===== config.mk =====
export PLATFORM = sky130hd
export DESIGN_NAME = rx_slot_manager_flat
export DESIGN_NICKNAME = d
export VERILOG_FILES = /design/src/rtl/rx_slot_manager_pkg.sv /design/src/rtl/rx_slot_manager_if.sv /design/src/rtl/rx_slot_manager_len_ram.sv /design/src/rtl/rx_slot_manager.sv /design/src/flat_wrapper.sv
export SDC_FILE = /design/constraint.sdc
export NUM_CORES = 1
export LEC_CHECK = 0
export BUFFER_PORTS_ARGS = -buffer_cell sky130_fd_sc_hd__buf_2
export CORE_AREA = 3 3 134 136
export CTS_CLUSTER_SIZE = 28
export DETAILED_ROUTE_END_ITERATION = 16
export DIE_AREA = 0 0 137 139
export GPL_ROUTABILITY_DRIVEN = 0
export GPL_TIMING_DRIVEN = 0
export PLACE_DENSITY = 0.86
export SLEW_MARGIN = 40
export SYNTH_ARGS = -nofsm -noshare
export SYNTH_HDL_FRONTEND = slang
export SYNTH_HIERARCHICAL = 1
export SYNTH_SLANG_ARGS = --single-unit

===== constraint.sdc =====
create_clock -name wb_clk_i -period 3.17 [get_ports wb_clk_i]
set_clock_uncertainty 0.1 [all_clocks]
set_input_delay 0.317 -clock wb_clk_i [delete_from_list [all_inputs] [get_ports wb_clk_i]]
set_output_delay 0.317 -clock wb_clk_i [all_outputs]
set_load 0.01 [all_outputs]

===== src/rtl/rx_slot_manager_pkg.sv =====
// Shared types and address helpers for the RX slot manager.
// Latency: n/a (types and pure functions only).
// Backpressure: n/a.
package rx_slot_pkg;

    // Slot hand-off sequence: wait for room, arm a slot, fill it, publish it.
    typedef enum logic [1:0] {
        IDLE   = 2'd0,
        ARM    = 2'd1,
        BUSY   = 2'd2,
        COMMIT = 2'd3
    } rx_state_e;

    // Width of a slot index. A one-bit floor keeps degenerate sizes legal.
    function automatic int slot_ptr_w(input int num_slots);
        return (num_slots > 1) ? $clog2(num_slots) : 1;
    endfunction

    // Byte address of slot idx. All arithmetic wraps at 2^32 like the bus does.
    function automatic logic [31:0] slot_base(input logic [31:0] base_addr,
                                              input logic [31:0] slot_bytes,
                                              input logic [31:0] idx);
        return base_addr + (idx * slot_bytes);
    endfunction

endpackage


===== src/rtl/rx_slot_manager_if.sv =====
// Bundles the write-engine snoop, slot-offset hand-off and CPU ring view.
// Latency: wires only, no storage.
// Backpressure: wb_addr_ready low holds the write engine; the CPU drains via cpu_release_i.
interface rx_slot_manager_if #(
    parameter int NUM_SLOTS = 4
) ();
    localparam int CW = rx_slot_pkg::slot_ptr_w(NUM_SLOTS) + 1;

    // Write-engine bus as observed by the manager.
    logic          snp_cyc_i;
    logic          snp_stb_i;
    logic          snp_ack_i;

    // Slot offset handed to the write engine.
    logic [31:0]   wb_addr_offset;
    logic          wb_addr_ready;

    // CPU view of the filled-slot ring.
    logic [CW-1:0] cpu_pending;
    logic [31:0]   cpu_slot_addr;
    logic [15:0]   cpu_slot_len;
    logic          cpu_release_i;
    logic          irq_o;
    logic          overrun_o;

    // Traffic statistics.
    logic [31:0]   stat_pkt_count;
    logic [31:0]   stat_byte_count;

    // Manager side.
    modport slave (
        input  snp_cyc_i, snp_stb_i, snp_ack_i, cpu_release_i,
        output wb_addr_offset, wb_addr_ready,
        output cpu_pending, cpu_slot_addr, cpu_slot_len, irq_o, overrun_o,
        output stat_pkt_count, stat_byte_count
    );

    // Engine/CPU side.
    modport master (
        output snp_cyc_i, snp_stb_i, snp_ack_i, cpu_release_i,
        input  wb_addr_offset, wb_addr_ready,
        input  cpu_pending, cpu_slot_addr, cpu_slot_len, irq_o, overrun_o,
        input  stat_pkt_count, stat_byte_count
    );

endinterface


===== src/rtl/rx_slot_manager_len_ram.sv =====
// Per-slot packet length store: one synchronous write port, one asynchronous read port.
// Latency: write visible on the read port the cycle after i_we; read is combinational.
// Backpressure: none, always accepts writes.
module rx_slot_len_ram #(
    parameter int DEPTH = 4,
    parameter int AW    = 2
) (
    input  logic          i_clk,
    input  logic          i_we,
    input  logic [AW-1:0] i_waddr,
    input  logic [15:0]   i_wdata,
    input  logic [AW-1:0] i_raddr,
    output logic [15:0]   o_rdata
);
    // Contents need no reset: a slot is only read after it has been committed.
    logic [15:0] r_mem [DEPTH];

    // Record the length of the slot being committed.
    always_ff @(posedge i_clk) begin
        if (i_we) begin
            r_mem[i_waddr] <= i_wdata;
        end
    end

    assign o_rdata = r_mem[i_raddr];

endmodule


===== src/rtl/rx_slot_manager.sv =====
// Arms DMA slots for the RX write engine, snoops its bus to size packets, rings them to the CPU.
// Latency: cyc fall -> irq/cpu_pending 2 cycles; commit -> next wb_addr_ready 2 cycles.
// Backpressure: with all slots pending wb_addr_ready stays low; RXSM_STATS_EN adds packet/byte counters.
module rx_slot_manager
    import rx_slot_pkg::*;
#(
    parameter int          NUM_SLOTS  = 4,
    parameter int          SLOT_BYTES = 2048,
    parameter logic [31:0] BASE_ADDR  = 32'h0000_0000
) (
    input  logic               wb_clk_i,
    input  logic               wb_rst_i,
    rx_slot_manager_if.slave   bus
);
    localparam int            PW       = slot_ptr_w(NUM_SLOTS);
    localparam int            CW       = PW + 1;
    localparam logic [PW-1:0] PTR_ONE  = PW'(1);
    localparam logic [CW-1:0] CNT_ONE  = CW'(1);
    localparam logic [CW-1:0] CNT_ZERO = '0;
    localparam logic [CW-1:0] CNT_FULL = CW'(NUM_SLOTS);
    localparam logic [31:0]   SLOT_SZ  = 32'(SLOT_BYTES);

    rx_state_e     r_state;
    rx_state_e     w_state_nxt;

    logic [PW-1:0] r_wr_ptr;
    logic [PW-1:0] r_rd_ptr;
    logic [CW-1:0] r_pending;
    logic [31:0]   r_total_bytes;
    logic [31:0]   r_pkt_bytes;
    logic [31:0]   r_offset;
    logic          r_cyc_prev;
    logic          r_overrun;

    logic          w_ack;
    logic          w_cyc_rise;
    logic          w_cyc_fall;
    logic          w_arm_entry;
    logic          w_start;
    logic          w_commit;
    logic          w_release;
    logic          w_ready;
    logic [31:0]   w_ack_bytes;
    logic [31:0]   w_total_nxt;
    logic [15:0]   w_len_sat;
    logic [15:0]   w_rd_len;

    // A completed word transfer on the engine's bus, whatever state we are in.
    assign w_ack       = bus.snp_cyc_i & bus.snp_stb_i & bus.snp_ack_i;
    assign w_ack_bytes = w_ack ? 32'd4 : 32'd0;
    assign w_total_nxt = r_total_bytes + w_ack_bytes;
    assign w_cyc_rise  = bus.snp_cyc_i & ~r_cyc_prev;
    assign w_cyc_fall  = ~bus.snp_cyc_i & r_cyc_prev;
    assign w_release   = bus.cpu_release_i & (r_pending != CNT_ZERO);

    // Lengths beyond 16 bits clamp; the overrun flag already marks such packets.
    assign w_len_sat   = (|r_pkt_bytes[31:16]) ? 16'hFFFF : r_pkt_bytes[15:0];

    // State register.
    always_ff @(posedge wb_clk_i) begin
        if (wb_rst_i) begin
            r_state <= IDLE;
        end else begin
            r_state <= w_state_nxt;
        end
    end

    // Next-state and per-state strobes.
    always_comb begin
        w_state_nxt = r_state;
        w_ready     = 1'b0;
        w_arm_entry = 1'b0;
        w_start     = 1'b0;
        w_commit    = 1'b0;
        unique case (r_state)
            IDLE: begin
                if (r_pending < CNT_FULL) begin
                    w_arm_entry = 1'b1;
                    w_state_nxt = ARM;
                end
            end
            ARM: begin
                w_ready = 1'b1;
                if (w_cyc_rise) begin
                    w_start     = 1'b1;
                    w_state_nxt = BUSY;
                end
            end
            BUSY: begin
                if (w_cyc_fall) begin
                    w_state_nxt = COMMIT;
                end
            end
            COMMIT: begin
                w_commit    = 1'b1;
                w_state_nxt = IDLE;
            end
            default: begin
                w_state_nxt = IDLE;
            end
        endcase
    end

    // Byte tracking, offset latch, ring pointers and pending count.
    always_ff @(posedge wb_clk_i) begin
        if (wb_rst_i) begin
            r_cyc_prev    <= 1'b0;
            r_total_bytes <= '0;
            r_pkt_bytes   <= '0;
            r_offset      <= '0;
            r_wr_ptr      <= '0;
            r_rd_ptr      <= '0;
            r_pending     <= '0;
            r_overrun     <= 1'b0;
        end else begin
            r_cyc_prev    <= bus.snp_cyc_i;
            r_total_bytes <= w_total_nxt;

            // The engine adds its running byte count to the offset, so subtract
            // the count as it will stand once this edge has landed.
            if (w_arm_entry) begin
                r_offset <= slot_base(BASE_ADDR, SLOT_SZ, 32'(r_wr_ptr)) - w_total_nxt;
            end

            // A zero-wait slave may ack in the very first cycle of the packet.
            if (w_start) begin
                r_pkt_bytes <= w_ack_bytes;
            end else if (r_state == BUSY) begin
                r_pkt_bytes <= r_pkt_bytes + w_ack_bytes;
            end

            if (w_commit) begin
                r_wr_ptr <= r_wr_ptr + PTR_ONE;
                if (r_pkt_bytes > SLOT_SZ) begin
                    r_overrun <= 1'b1;
                end
            end

            if (w_release) begin
                r_rd_ptr <= r_rd_ptr + PTR_ONE;
            end

            // Commit and release in the same cycle cancel out.
            if (w_commit && !w_release) begin
                r_pending <= r_pending + CNT_ONE;
            end else if (!w_commit && w_release) begin
                r_pending <= r_pending - CNT_ONE;
            end
        end
    end

    rx_slot_len_ram #(
        .DEPTH (NUM_SLOTS),
        .AW    (PW)
    ) u_len_ram (
        .i_clk   (wb_clk_i),
        .i_we    (w_commit),
        .i_waddr (r_wr_ptr),
        .i_wdata (w_len_sat),
        .i_raddr (r_rd_ptr),
        .o_rdata (w_rd_len)
    );

`ifdef RXSM_STATS_EN
    logic [31:0] r_stat_pkts;
    logic [31:0] r_stat_bytes;

    // Committed packet and byte totals, free-running and wrapping.
    always_ff @(posedge wb_clk_i) begin
        if (wb_rst_i) begin
            r_stat_pkts  <= '0;
            r_stat_bytes <= '0;
        end else if (w_commit) begin
            r_stat_pkts  <= r_stat_pkts + 32'd1;
            r_stat_bytes <= r_stat_bytes + r_pkt_bytes;
        end
    end

    assign bus.stat_pkt_count  = r_stat_pkts;
    assign bus.stat_byte_count = r_stat_bytes;
`else
    assign bus.stat_pkt_count  = 32'd0;
    assign bus.stat_byte_count = 32'd0;
`endif

    assign bus.wb_addr_offset = r_offset;
    assign bus.wb_addr_ready  = w_ready;
    assign bus.cpu_pending    = r_pending;
    assign bus.cpu_slot_addr  = slot_base(BASE_ADDR, SLOT_SZ, 32'(r_rd_ptr));
    assign bus.cpu_slot_len   = w_rd_len;
    assign bus.irq_o          = (r_pending != CNT_ZERO);
    assign bus.overrun_o      = r_overrun;

endmodule


===== src/flat_wrapper.sv =====
// flat-port wrapper written by rule: the top's interface ports become plain ports
module rx_slot_manager_flat import rx_slot_pkg::*;
#(
    parameter int          NUM_SLOTS  = 4,
    parameter int          SLOT_BYTES = 2048,
    parameter logic [31:0] BASE_ADDR  = 32'h0000_0000
)
  (wb_clk_i, wb_rst_i, bus_snp_cyc_i, bus_snp_stb_i, bus_snp_ack_i, bus_cpu_release_i, bus_wb_addr_offset, bus_wb_addr_ready, bus_cpu_pending, bus_cpu_slot_addr, bus_cpu_slot_len, bus_irq_o, bus_overrun_o, bus_stat_pkt_count, bus_stat_byte_count);
  rx_slot_manager_if #(.NUM_SLOTS(NUM_SLOTS)) bus_i ();
  input  logic wb_clk_i;
  input  logic wb_rst_i;
  input wire logic [$bits(bus_i.snp_cyc_i)-1:0] bus_snp_cyc_i;
  input wire logic [$bits(bus_i.snp_stb_i)-1:0] bus_snp_stb_i;
  input wire logic [$bits(bus_i.snp_ack_i)-1:0] bus_snp_ack_i;
  input wire logic [$bits(bus_i.cpu_release_i)-1:0] bus_cpu_release_i;
  output wire logic [$bits(bus_i.wb_addr_offset)-1:0] bus_wb_addr_offset;
  output wire logic [$bits(bus_i.wb_addr_ready)-1:0] bus_wb_addr_ready;
  output wire logic [$bits(bus_i.cpu_pending)-1:0] bus_cpu_pending;
  output wire logic [$bits(bus_i.cpu_slot_addr)-1:0] bus_cpu_slot_addr;
  output wire logic [$bits(bus_i.cpu_slot_len)-1:0] bus_cpu_slot_len;
  output wire logic [$bits(bus_i.irq_o)-1:0] bus_irq_o;
  output wire logic [$bits(bus_i.overrun_o)-1:0] bus_overrun_o;
  output wire logic [$bits(bus_i.stat_pkt_count)-1:0] bus_stat_pkt_count;
  output wire logic [$bits(bus_i.stat_byte_count)-1:0] bus_stat_byte_count;
  assign bus_i.snp_cyc_i = bus_snp_cyc_i;
  assign bus_i.snp_stb_i = bus_snp_stb_i;
  assign bus_i.snp_ack_i = bus_snp_ack_i;
  assign bus_i.cpu_release_i = bus_cpu_release_i;
  assign bus_wb_addr_offset = bus_i.wb_addr_offset;
  assign bus_wb_addr_ready = bus_i.wb_addr_ready;
  assign bus_cpu_pending = bus_i.cpu_pending;
  assign bus_cpu_slot_addr = bus_i.cpu_slot_addr;
  assign bus_cpu_slot_len = bus_i.cpu_slot_len;
  assign bus_irq_o = bus_i.irq_o;
  assign bus_overrun_o = bus_i.overrun_o;
  assign bus_stat_pkt_count = bus_i.stat_pkt_count;
  assign bus_stat_byte_count = bus_i.stat_byte_count;
  rx_slot_manager #(.NUM_SLOTS(NUM_SLOTS), .SLOT_BYTES(SLOT_BYTES), .BASE_ADDR(BASE_ADDR)) u_core (.wb_clk_i(wb_clk_i), .wb_rst_i(wb_rst_i), .bus(bus_i));
endmodule

# Word level (Yosys, flattened, before mapping)

Memories as Yosys holds them, arrays and structs flattened. A register that Yosys moved wholly into a read port is not among the register bits.
Cells that the tools add are included.

RAM bits: 64
Memories: 1
Register bits after elaboration: 107
Word-level logic and storage cells: 63

Bitwise operators: 7
Add/sub/neg operators: 7
Multiplexer cells: 20
Eq/ne operators: 6
Reduce and logical (&&, ||, !) cells: 11
$lt $le $gt $ge: 2

Memory list:

| memory                 | depth | width | rd ports | clocked after memory_dff | wr ports | line                          | RTL |
|---|---|---|---|---|---|---|---|
| u_core.u_len_ram.r_mem | 4     | 16    | 1        | 1                        | 1        | rx_slot_manager_len_ram.sv:16 | `logic [15:0] r_mem [DEPTH];` |

Operator list:

| kind                                                                              | number |
|---|---|
| 32-bit adder                                                                      | 2 |
| 32-bit 2-to-1 mux                                                                 | 2 |
| 32-bit by 12-bit greater-than comparator with 1-bit output, second input constant | 1 |
| 13-bit by 32-bit subtractor with 32-bit output                                    | 1 |
| 16-bit 2-to-1 mux                                                                 | 1 |
| 16-bit OR reduction                                                               | 1 |
| 2-bit 2-to-1 mux                                                                  | 5 |
| 3-bit 2-to-1 mux                                                                  | 3 |
| 1-bit 2-to-1 mux                                                                  | 8 |
| 2-bit case mux with 4 select lines                                                | 1 |
| 2-bit by 1-bit != test with 1-bit output, second input constant                   | 3 |
| 1-bit AND                                                                         | 5 |
| 2-bit by 1-bit adder with 2-bit output, second input constant                     | 2 |
| 2-bit equality test, second input constant                                        | 2 |
| 2-bit nonzero test                                                                | 2 |
| 3-bit by 1-bit adder with 3-bit output, second input constant                     | 1 |
| 3-bit < comparator, second input constant                                         | 1 |
| 3-bit AND reduction                                                               | 1 |
| 3-bit nonzero test                                                                | 1 |
| 3-bit by 1-bit subtractor with 3-bit output, second input constant                | 1 |
| 2-bit by 1-bit equality test with 1-bit output, second input constant             | 1 |
| 1-bit logical AND                                                                 | 2 |
| 1-bit logical NOT                                                                 | 2 |
| 2-bit logical NOT                                                                 | 1 |
| 2 further kinds                                                                   | 3 |

# Logic depth before layout (Yosys ltp)

Depth after elaboration: 6
Depth in mapped cells: 16

# Modules after synthesis

The synthesis kept the hierarchy.

By module, submodules not included:

| module          | sequential area each (sq um) | area each (sq um) | times used | cells an instance |
|---|---|---|---|---|
| rx_slot_manager | 2021.9                       | 6190.9            | 1          | 752 |
| rx_slot_len_ram | 1921.8                       | 2377.3            | 1          | 88 |

# Worst setup path after synthesis

Ideal clock, no wire load.

Path kind: input-to-reg
From: input bus_snp_ack_i
To: register u_core.r_offset[28], in the netlist u_core/bus.wb_addr_offset[28]
Buffers on the path: 0
Arrival time: 3160 ps
Required time: 2984 ps
Setup time: 86 ps
Cell stages on the path: 13
Setup slack: -176 ps
Cell sequence: and3_1 > ha_1 > nand3_1 > nor2_2 > nand3_1 > xor2_1 > ha_1 > and4b_1 > a41oi_1 > a2111oi_4 > o2111a_1 > xnor2_1 > a211oi_1

Word-level cells in the longest chain between the ends: 4

RTL lines:

| item                                           | line                   | RTL |
|---|---|---|
| start: declaration                             | flat_wrapper.sv:14     | `input wire logic [$bits(bus_i.snp_ack_i)-1:0] bus_snp_ack_i;` |
| 1-bit AND                                      | rx_slot_manager.sv:49  | `assign w_ack = bus.snp_cyc_i & bus.snp_stb_i & bus.snp_ack_i;` |
| 3-bit 2-to-1 mux                               | rx_slot_manager.sv:50  | `assign w_ack_bytes = w_ack ? 32'd4 : 32'd0;` |
| 32-bit adder                                   | rx_slot_manager.sv:51  | `assign w_total_nxt = r_total_bytes + w_ack_bytes;` |
| 13-bit by 32-bit subtractor with 32-bit output | rx_slot_manager.sv:122 | `r_offset <= slot_base(BASE_ADDR, SLOT_SZ, 32'(r_wr_ptr)) - w_total_nxt;` |
| end signal: assignment                         | rx_slot_manager.sv:122 |  |
| end: declaration                               | rx_slot_manager.sv:31  | `logic [31:0] r_offset;` |

Every way passes these cells.
A chain may end at the register's enable or synchronous reset.

# Final worst setup path

From: register u_core.r_total_bytes[2]
To: register u_core.r_offset[27], in the netlist u_core/bus.wb_addr_offset[27]

Word-level cells in the longest chain between the ends: 2

RTL lines:

| item                                           | line                   | RTL |
|---|---|---|
| start: declaration                             | rx_slot_manager.sv:29  | `logic [31:0] r_total_bytes;` |
| start signal: assignment                       | rx_slot_manager.sv:117 | `r_total_bytes <= w_total_nxt;` |
| 32-bit adder                                   | rx_slot_manager.sv:51  |  |
| 13-bit by 32-bit subtractor with 32-bit output | rx_slot_manager.sv:122 |  |

Every way passes these cells.

==> impl_results.md <==
- Worst EP arrival: 3350 ps
- Unrepaired setup endpoints after global routing: yes
- Sinks on Clock Net: 165
- Detailed router's first-iteration violation count: 561
- CP startpoint kind: register
- Class of the most critical setup path: reg -> reg
- Post-route total power: 6.49 mW
- Flip-flop cell with the highest count after synthesis: sky130_fd_sc_hd__dfxtp_1
- Final worst hold slack: 69.6 ps
- Die extent in y: 139 um
- I/O pin cnt: 156
- Worst VDD drop: 0.000459 V
- Instance count of the mapped netlist: 840
- Register area share after synthesis: 46.0%
- Run status: complete, no violations
- Post-synthesis cell area: 0.00857 mm2
- Critical-path maximum fanout: 7
- Synth warn: 6
- Remaining antenna violation count: 0
- Initial core utilization: 50.2%
- Worst setup slack for register-to-register paths: 30 ps
- Overall fraction of global-route tracks in use: 20.2%
- Standard cell core area: 0.0171 mm2
- Uppermost layer routed: met4
- Number of global-route vias before repair: 6163
- Clock tree from TritonCTS: yes
- Fraction of layout cells with a size suffix above 1: 28.3%
- Number of storage elements in the synthesis netlist: 165
- Number of distinct standard cells referenced by the synthesized netlist: 69
- Clk pwr share: 31.0%
- Net switching fraction of the power: 32.8%
- Worst Hold Class: in -> reg
- Number of maximum-capacitance violations: 0
- Initial antenna violation count: 3
- DRT Wirelength: 19700 um
- Number of H-tree levels: 4
- Area Growth Syn to Fin: 23.0%
- Via/cell ratio: 5.10
- TritonRoute pass-1 iters: 5
- Per-cell routed wire length: 15.4 um
- Die Area: 0.0190 mm2
- Power dissipated by switching net loads: 2.13 mW
- Power share of the sequential group: 39.2%
- Largest buffer count on any clock path: 2
- Int Pwr: 4.36 mW
- M1 wire length: 7920 um
- TNS Setup: 0 ps
- Maximum operating frequency: 319 MHz
- DPL Wire Length: 13200 um
- Total met3 wirelength after detailed routing: 1020 um
- Clock insertion delay at the later pin of the skew report: 420 ps
- Via count: 6535
- Period Utilization, post-route: 99.0%
- Maximum number of pins on one net before global-route repair: 18
- Remaining global-route overflow: 0
- Power per Cell Area: 615 mW/mm2
- Data required, critical path: 3380 ps
- Max-slew violation count: 0
- Count of unresolved DRC violations after routing: 0
- Routed wire length on met2: 10300 um
- Die extent in x: 137 um
- # port buffers: 58
- Leakage component of the power: 4.31 nW
- Ys async rst share: 0%
- Row count: 48
- Worst slew margin: 43.5%
- Tightest Pin Transition: 848 ps
- Clock transition at the registers of the reported paths: 70 ps
- Clock root buffer: sky130_fd_sc_hd__clkbuf_16
- Post-synth EDFFs: 64
- Clock buffers created by TritonCTS: 17
- Final setup violation count: 0
- Nature of the critical path endpoint: register
- Logic pwr share: 29.8%
- Minimum period implied by the final worst setup slack: 3140 ps
- Global-route wire length before repair: 30800 um
- Final Hold Fails: 0
- Final net count: 1061
- Mapped Avg Cell Area: 10.2 um2
==> through the flow <==
stage / cells / setup slack (ps) / instance area [um2] / utilization (%)
2_1_floorplan: 935 / 8.55 / 8960 / -
3_3_place_gp: 1218 / -596 / 9530 / 55.9
3_5_place_dp: 1220 / -656 / 9550 / 56.0
4_1_cts: 1263 / 2.95 / 10300 / 60.2
5_1_grt: 1281 / -66.0 / 10500 / 61.8
6_report: 1281 / 31.7 / 10500 / 61.8
==> flip-flops by register name, summed over array words and instances (netlist names) <==
name	cells
u_core/bus.overrun_o	1
u_core/bus.cpu_pending	3
u_core/r_state	2
u_core/bus.wb_addr_offset	30
u_core/r_rd_ptr	2
u_core/r_cyc_prev	1
u_core/u_len_ram/r_mem	64
u_core/r_pkt_bytes	30
u_core/r_wr_ptr	2
u_core/r_total_bytes	30
==> power groups by stage <==
| stage | Combinational (mW) | Clock (mW) | Sequential (mW) |
|---|---|---|---|
| after floorplan | 1.18 | 0 | 2.65 |
| after global placement | 1.78 | 0 | 2.58 |
| after detailed placement | 1.82 | 0 | 2.59 |
| after CTS | 1.88 | 2.03 | 2.55 |
| after global routing | 2.11 | 2.13 | 2.57 |
| final | 1.93 | 2.01 | 2.54 |
==> synth_stat cells (14+ instances only) <==
library cell / count / area (um2)
sky130_fd_sc_hd__dfxtp_1: 101 / 2020
sky130_fd_sc_hd__buf_4: 97 / 728
sky130_fd_sc_hd__nor2_1: 96 / 360
sky130_fd_sc_hd__edfxtp_1: 64 / 1920
sky130_fd_sc_hd__xor2_1: 50 / 438
sky130_fd_sc_hd__nand2_1: 46 / 173
sky130_fd_sc_hd__nand3_1: 40 / 200
sky130_fd_sc_hd__xnor2_1: 35 / 307
sky130_fd_sc_hd__a21oi_1: 28 / 140
sky130_fd_sc_hd__clkbuf_1: 27 / 101
sky130_fd_sc_hd__o21ai_0: 21 / 105
sky130_fd_sc_hd__a211oi_1: 18 / 135
sky130_fd_sc_hd__nand4_1: 18 / 113
sky130_fd_sc_hd__inv_1: 16 / 60.1
sky130_fd_sc_hd__nor4_1: 15 / 93.8
sky130_fd_sc_hd__or2_2: 15 / 93.8
sky130_fd_sc_hd__ha_1: 14 / 175
==> area by class of cell <==
class	count	area (um2)
Fill cell	1319	6510
Multi-Input combinational cell	617	4210
Sequential cell	165	3950
Buffer	136	946
Timing Repair Buffer	87	513
Clock buffer	19	443
Tap cell	225	282
Clock inverter	13	139
Inverter	16	60.1
Antenna cell	3	7.51
==> timing repair <==
action	CTS	global route
buffers inserted	12	17
setup endpoints to repair	13	13
hold buffers	0	0
resized for setup	12	27
pin swaps	7	14
==> cells by family after synthesis <==
group                      Yosys count  share of synthesized area, %
muxes                               25                          5.55
adders and majority gates           15                          2.28
other                                1                        0.0438
and+or+nand+nor                    299                          18.2
DFF                                165                          46.0
AOI/OAI and AO/OA                   97                          7.62
buffers and inverters              153                          11.6
xor gates and xnor gates            85                          8.69
==> worst paths after layout <==
kind	startpoint	end	depth (start not counted)
setup / recovery	u_core/r_total_bytes[2]	u_core/bus.wb_addr_offset[27]	17
hold / removal	bus_snp_cyc_i	u_core/r_cyc_prev	2
hold reg to reg	u_core/bus.wb_addr_offset[12]	u_core/bus.wb_addr_offset[12]	2
setup reg to reg	u_core/r_total_bytes[2]	u_core/bus.wb_addr_offset[27]	17
==> critical path: stages (launching register included) <==
cell and delay, ps:
sky130_fd_sc_hd__dfxtp_2 360, sky130_fd_sc_hd__ha_1 160, sky130_fd_sc_hd__ha_2 170, sky130_fd_sc_hd__buf_6 130, sky130_fd_sc_hd__and2_4 200, sky130_fd_sc_hd__nand2_4 70, sky130_fd_sc_hd__nor2_4 120, sky130_fd_sc_hd__xnor2_2 80
sky130_fd_sc_hd__ha_1 360, sky130_fd_sc_hd__nand2_1 90, sky130_fd_sc_hd__nand2_1 60, sky130_fd_sc_hd__a41o_2 250, sky130_fd_sc_hd__nor4b_4 130, sky130_fd_sc_hd__buf_6 140, sky130_fd_sc_hd__buf_4 150, sky130_fd_sc_hd__a31oi_4 190
sky130_fd_sc_hd__mux2i_1 200, sky130_fd_sc_hd__nand2_1 60
==> metal layers <==
metal / track usage [%] / vias up
li1: - / 3184
met1: 24.7 / 3104
met2: 34.9 / 218
met3: 4.17 / 29
met4: 7.56 / 0
met5: 0 / -
==> layout by cell type, fill, tap and decap left out, types with 5 or more instances in the layout <==
cell type and count:
sky130_fd_sc_hd__edfxtp_1 64, sky130_fd_sc_hd__xor2_1 48, sky130_fd_sc_hd__nand4_1 18, sky130_fd_sc_hd__mux4_1 6, sky130_fd_sc_hd__buf_6 7, sky130_fd_sc_hd__nor4_1 14
sky130_fd_sc_hd__nand2_1 45, sky130_fd_sc_hd__clkbuf_16 17, sky130_fd_sc_hd__a21oi_1 28, sky130_fd_sc_hd__nor2_1 94, sky130_fd_sc_hd__and3_1 7, sky130_fd_sc_hd__inv_1 15
sky130_fd_sc_hd__a31oi_1 5, sky130_fd_sc_hd__ha_1 12, sky130_fd_sc_hd__dfxtp_1 99, sky130_fd_sc_hd__conb_1 96, sky130_fd_sc_hd__buf_2 61, sky130_fd_sc_hd__mux4_2 10
sky130_fd_sc_hd__a211oi_1 16, sky130_fd_sc_hd__xnor2_1 31, sky130_fd_sc_hd__nand3_1 39, sky130_fd_sc_hd__o21ai_0 19, sky130_fd_sc_hd__nor3_1 10, sky130_fd_sc_hd__or3_1 10
sky130_fd_sc_hd__buf_4 124, sky130_fd_sc_hd__mux2i_1 7, sky130_fd_sc_hd__clkbuf_1 27, sky130_fd_sc_hd__or2_2 15
No activity file was read; power rests on OpenSTA's default activity.
